`config.mk`:
```
export PLATFORM = sky130hd
export DESIGN_NAME = tt_um_6bitsub_serial
export DESIGN_NICKNAME = d
export VERILOG_FILES = /design/src/rtl/tt_um_6bitsub_serial.sv
export SDC_FILE = /design/constraint.sdc
export NUM_CORES = 1
export LEC_CHECK = 0
export CAP_MARGIN = 20
export CORE_ASPECT_RATIO = 0.75
export CORE_MARGIN = 10
export CORE_UTILIZATION = 47
export DETAILED_ROUTE_END_ITERATION = 6
export PLACE_DENSITY_LB_ADDON = 0.08
export SETUP_SLACK_MARGIN = 0.05
export SLEW_MARGIN = 20
export SYNTH_ARGS = -nofsm -noshare
export SYNTH_HDL_FRONTEND = slang
export SYNTH_SLANG_ARGS = --single-unit
```
`constraint.sdc`:
```
create_clock -name clk -period 1.7 [get_ports clk]
set_clock_uncertainty 0.05 [all_clocks]
set_input_delay 0.34 -clock clk [delete_from_list [all_inputs] [get_ports clk]]
set_output_delay 0.34 -clock clk [all_outputs]
set_load 0.01 [all_outputs]
```
`src/rtl/tt_um_6bitsub_serial.sv`:
```
// tt_um_6bitsub_serial: bit-serial 6-bit subtractor with borrow-in.
// A start edge latches A, B and BIN. One difference bit is resolved per
// clock, LSB first, over 6 cycles. D/BOUT/VALID are then presented on
// uo_out, and BUSY is presented on uio_out[7].
// Optional build macro SUB6_START_SYNC_EN adds a 2-flop synchronizer on
// START ahead of the edge detector, which adds 2 clocks of accept latency.
module tt_um_6bitsub_serial (
  input  logic [7:0] ui_in,
  output logic [7:0] uo_out,
  input  logic [7:0] uio_in,
  output logic [7:0] uio_out,
  output logic [7:0] uio_oe,
  input  logic       ena,
  input  logic       clk,
  input  logic       rst_n
);

  typedef enum logic {IDLE, SHIFT} state_t;

  state_t      state_q, state_d;
  logic        prev_start_q, prev_start_d;
  logic        arm_q, arm_d;
  logic [5:0]  a_sh_q, a_sh_d;
  logic [5:0]  b_sh_q, b_sh_d;
  logic [5:0]  res_q, res_d;
  logic        br_q, br_d;
  logic [2:0]  cnt_q, cnt_d;
  logic [5:0]  dout_q, dout_d;
  logic        bout_q, bout_d;
  logic        valid_q, valid_d;
  logic        busy_q, busy_d;

  logic        start_s;
  logic        start_edge;
  logic        bit_a, bit_b, bit_d, br_next;

  // ena and the upper subtrahend pins carry no function.
  logic        unused_ok;
  assign unused_ok = &{1'b0, ena, uio_in[7:6]};

`ifdef SUB6_START_SYNC_EN
  logic sync1_q, sync2_q;

  // Two-flop synchronizer on the raw START pin.
  always_ff @(posedge clk or negedge rst_n) begin
    if (!rst_n) begin
      sync1_q <= 1'b0;
      sync2_q <= 1'b0;
    end else begin
      sync1_q <= ui_in[7];
      sync2_q <= sync1_q;
    end
  end

  assign start_s = sync2_q;
`else
  assign start_s = ui_in[7];
`endif

  // The edge detector fires only after START has been seen low at least
  // once since reset. This keeps a START that is already high at reset
  // release from being taken as a fresh request.
  assign start_edge = start_s & ~prev_start_q & arm_q;

  // One full-subtractor slice on the current LSBs.
  assign bit_a   = a_sh_q[0];
  assign bit_b   = b_sh_q[0];
  assign bit_d   = bit_a ^ bit_b ^ br_q;
  assign br_next = (~bit_a & bit_b) | (~(bit_a ^ bit_b) & br_q);

  // Next-state logic: edge tracking, operand latch, and the per-bit shift.
  always_comb begin
    state_d      = state_q;
    prev_start_d = start_s;
    arm_d        = arm_q | ~ui_in[7];
    a_sh_d       = a_sh_q;
    b_sh_d       = b_sh_q;
    res_d        = res_q;
    br_d         = br_q;
    cnt_d        = cnt_q;
    dout_d       = dout_q;
    bout_d       = bout_q;
    valid_d      = valid_q;
    busy_d       = busy_q;

    case (state_q)
      IDLE: begin
        if (start_edge) begin
          a_sh_d  = ui_in[5:0];
          b_sh_d  = uio_in[5:0];
          br_d    = ui_in[6];
          cnt_d   = 3'd0;
          valid_d = 1'b0;
          busy_d  = 1'b1;
          state_d = SHIFT;
        end
      end
      SHIFT: begin
        res_d  = {bit_d, res_q[5:1]};
        a_sh_d = {1'b0, a_sh_q[5:1]};
        b_sh_d = {1'b0, b_sh_q[5:1]};
        br_d   = br_next;
        cnt_d  = cnt_q + 3'd1;
        if (cnt_q == 3'd5) begin
          // The MSB is being resolved now, so assemble the final word directly.
          dout_d  = {bit_d, res_q[5:1]};
          bout_d  = br_next;
          valid_d = 1'b1;
          busy_d  = 1'b0;
          cnt_d   = 3'd0;
          state_d = IDLE;
        end
      end
      default: state_d = IDLE;
    endcase
  end

  // State and datapath registers; reset discards any partial result.
  always_ff @(posedge clk or negedge rst_n) begin
    if (!rst_n) begin
      state_q      <= IDLE;
      prev_start_q <= 1'b0;
      arm_q        <= 1'b0;
      a_sh_q       <= 6'd0;
      b_sh_q       <= 6'd0;
      res_q        <= 6'd0;
      br_q         <= 1'b0;
      cnt_q        <= 3'd0;
      dout_q       <= 6'd0;
      bout_q       <= 1'b0;
      valid_q      <= 1'b0;
      busy_q       <= 1'b0;
    end else begin
      state_q      <= state_d;
      prev_start_q <= prev_start_d;
      arm_q        <= arm_d;
      a_sh_q       <= a_sh_d;
      b_sh_q       <= b_sh_d;
      res_q        <= res_d;
      br_q         <= br_d;
      cnt_q        <= cnt_d;
      dout_q       <= dout_d;
      bout_q       <= bout_d;
      valid_q      <= valid_d;
      busy_q       <= busy_d;
    end
  end

  assign uo_out  = {valid_q, bout_q, dout_q};
  assign uio_out = {busy_q, 7'd0};
  assign uio_oe  = 8'b1000_0000;

endmodule

```
==> metrics.txt <==
outcome finished, final reports clean; drt initial violations 25; Buf+Inv Stages, Crit Path 1; Final Slew Violations 0; H-tree Lvls 2; antenna viol nets, final 0; crit path DAT 1.17 ns; number of top-level pins 43; GRT Total Usage 9.44%; vias per cell 4.89; post-synth top area share 53.9%; crit share post-route 91.9%; worst hold slack 0.420 ns; Yosys warning total 0; Area growth, synth to finish 20.3%; drt total wl 2730 um; Post-DP Area 1760 sq um; switching pwr 888 uW; ys async rst share 100%; GRT Residual Overflow 0; largest net degree at the start of global routing 34; Row Count 17; clock network fraction of total power 19.8%; worst-skew pair later-pin latency 0.28 ns; nets 174; Crit Path Max Fanout 2; Root Buffer clkbuf_8; TritonRoute pass-1 iters 4; GP Congestion 0.740; TritonCTS clock tree yes; Max IR drop VDD 0.607 mV; Starting Density 50.3%; sequential power share 43.7%; Worst setup EP type primary output; leading post-synthesis cells by instance count dfrtp_1, buf_4, nand2_1; most frequent cell after synthesis dfrtp_1; fin area 1840 sq um; WL/cell 14.2 um; Core Box Area 3040 sq um; dominant cell type by area after synthesis dfrtp_1; Inserted Clock Buffers 5; Post-Route Utilization 60.6%; DP Wirelength 1940 um; diode count 0; post-CTS sizing 0; Post-synth EDFFs 0; clk sinks 33; register bit total from synthesis 33; internal power 2.06 mW; synthesized area per cell 11.9 sq um; Gate Count Post-Synth 129; Post-CTS Repair Setup Buffers 0; final hold vios 0; slowest stage cell, crit path clkdlybuf4s50_1; setup_tns 0 ns; Period minus WS final 1.56 ns; cts hold-fix bufs 0; setup violators final 0; IO buf count 24; vias in the first global route 998; HP Class in2async; Sw Ratio 30.1%; via count 938; pwr dens 1600 nW/um^2; RSZ-0062 raised after global routing no; initial antenna violation count 0; clock buffer depth 2; Area contributors post-synth dfrtp_1, buf_4, mux2i_1, mux2_2, mux2_4; Die ar. 5970 sq um; Clk pin slew, worst setup/hold paths 0.06 ns; Lkg Pwr 0.908 nW; number of distinct library cells after synthesis 21; CP peak stage delay 0.55 ns; Die X 85.9 um; first-pass GRT wire length 4570 um; max cap viols 0; DRC Markers 0; CP cell instances clkdlybuf4s50_1; Mapped Area 1530 sq um; sequential area share after synthesis 53.9%; crit path launch type flop; Achievable Freq 0.640 GHz; Comb power frac 36.5%; share of cells above drive strength 1 16.2%; Final WS setup 0.137 ns; WS Path Type reg2out; Worst path top cell family by delay buffers and inverters; post-place setup slack -0.0610 ns; critical path required time 1.31 ns; top_reg_cell synth dfrtp_1; Die H 69.4 um
-- layout by cell type (no fill, tap or decap) --
cell type         n
fa_1              1
nor4bb_4          1
clkdlybuf4s50_1  24
a22o_1            4
o21ai_1           3
inv_1             6
mux2_4            5
conb_1           15
dfrtp_1          33
clkbuf_1          1
buf_12            1
o21ai_0          12
nand2b_1          1
a21o_1            1
mux2i_1          10
buf_4             4
clkbuf_8          6
nor2_1            2
mux2_2            8
nand4b_1          1
nand3b_1          1
a31oi_1           1
nand2_1          13
-- power by group through the flow --
stage | combinational, mW | sequential [mW] | clock (mW)
after floorplan | 0.752 | 1.28 | 0
after global routing | 1.20 | 1.34 | 0.628
final | 1.08 | 1.29 | 0.586
after detailed placement | 1.09 | 1.30 | 0
after CTS | 1.10 | 1.29 | 0.596
after global placement | 1.07 | 1.28 | 0
-- sequential cells by signal, summed over array words and instances (netlist names) --
| register | flops |
|---|---|
| a_sh_q | 6 |
| arm_q | 1 |
| b_sh_q | 6 |
| bout_q | 1 |
| br_q | 1 |
| busy_q | 1 |
| cnt_q | 3 |
| dout_q | 6 |
| prev_start_q | 1 |
| res_q | 5 |
| state_q | 1 |
| valid_q | 1 |
-- layout make-up --
cell class                      instances  area [sq um]
Clock buffer                            7          86.3
Fill cell                             246          1200
Inverter                                6          22.5
Multi-Input combinational cell         79           569
Sequential cell                        33           826
Tap cell                               38          47.5
Timing Repair Buffer                   29           290
-- logic make-up after synthesis --
logic type               synth area share [%]
flip-flops                               53.9
other                                   0.490
AO/OA/AOI/OAI                            8.09
adder cells (fa/ha/maj)                  1.31
multiplexers                             17.3
AND/OR/NAND/NOR                          5.80
buffers and inverters                    13.1
-- final timing paths --
kind	start	end	slack, ns	cells past startpoint
max	busy_q	uio_out[7]	0.14	1
min	rst_n	dout_q[5]	0.42	2
max reg2reg	state_q	res_q[2]	0.34	2
min reg2reg	bout_q	bout_q	0.43	2
max in group asynchronous	rst_n	a_sh_q[3]	0.88	2
min in group clk	bout_q	bout_q	0.43	2
-- per-stage QoR --
stage	total power [mW]	std cells
detailed placement	2.40	185
global route	3.16	192
floorplan	2.03	142
global placement	2.35	185
finish	2.95	192
CTS	2.99	192
-- metal layers --
metal  track usage (%)  up-vias  share of wire, %
met1              11.1      447                45
met3              5.50        7               9.2
met4              4.35        0               1.6
met5                 0        -                 0
met2              13.4       34                44
li1                  -      450                 -
(Power assumes the default switching activity.)
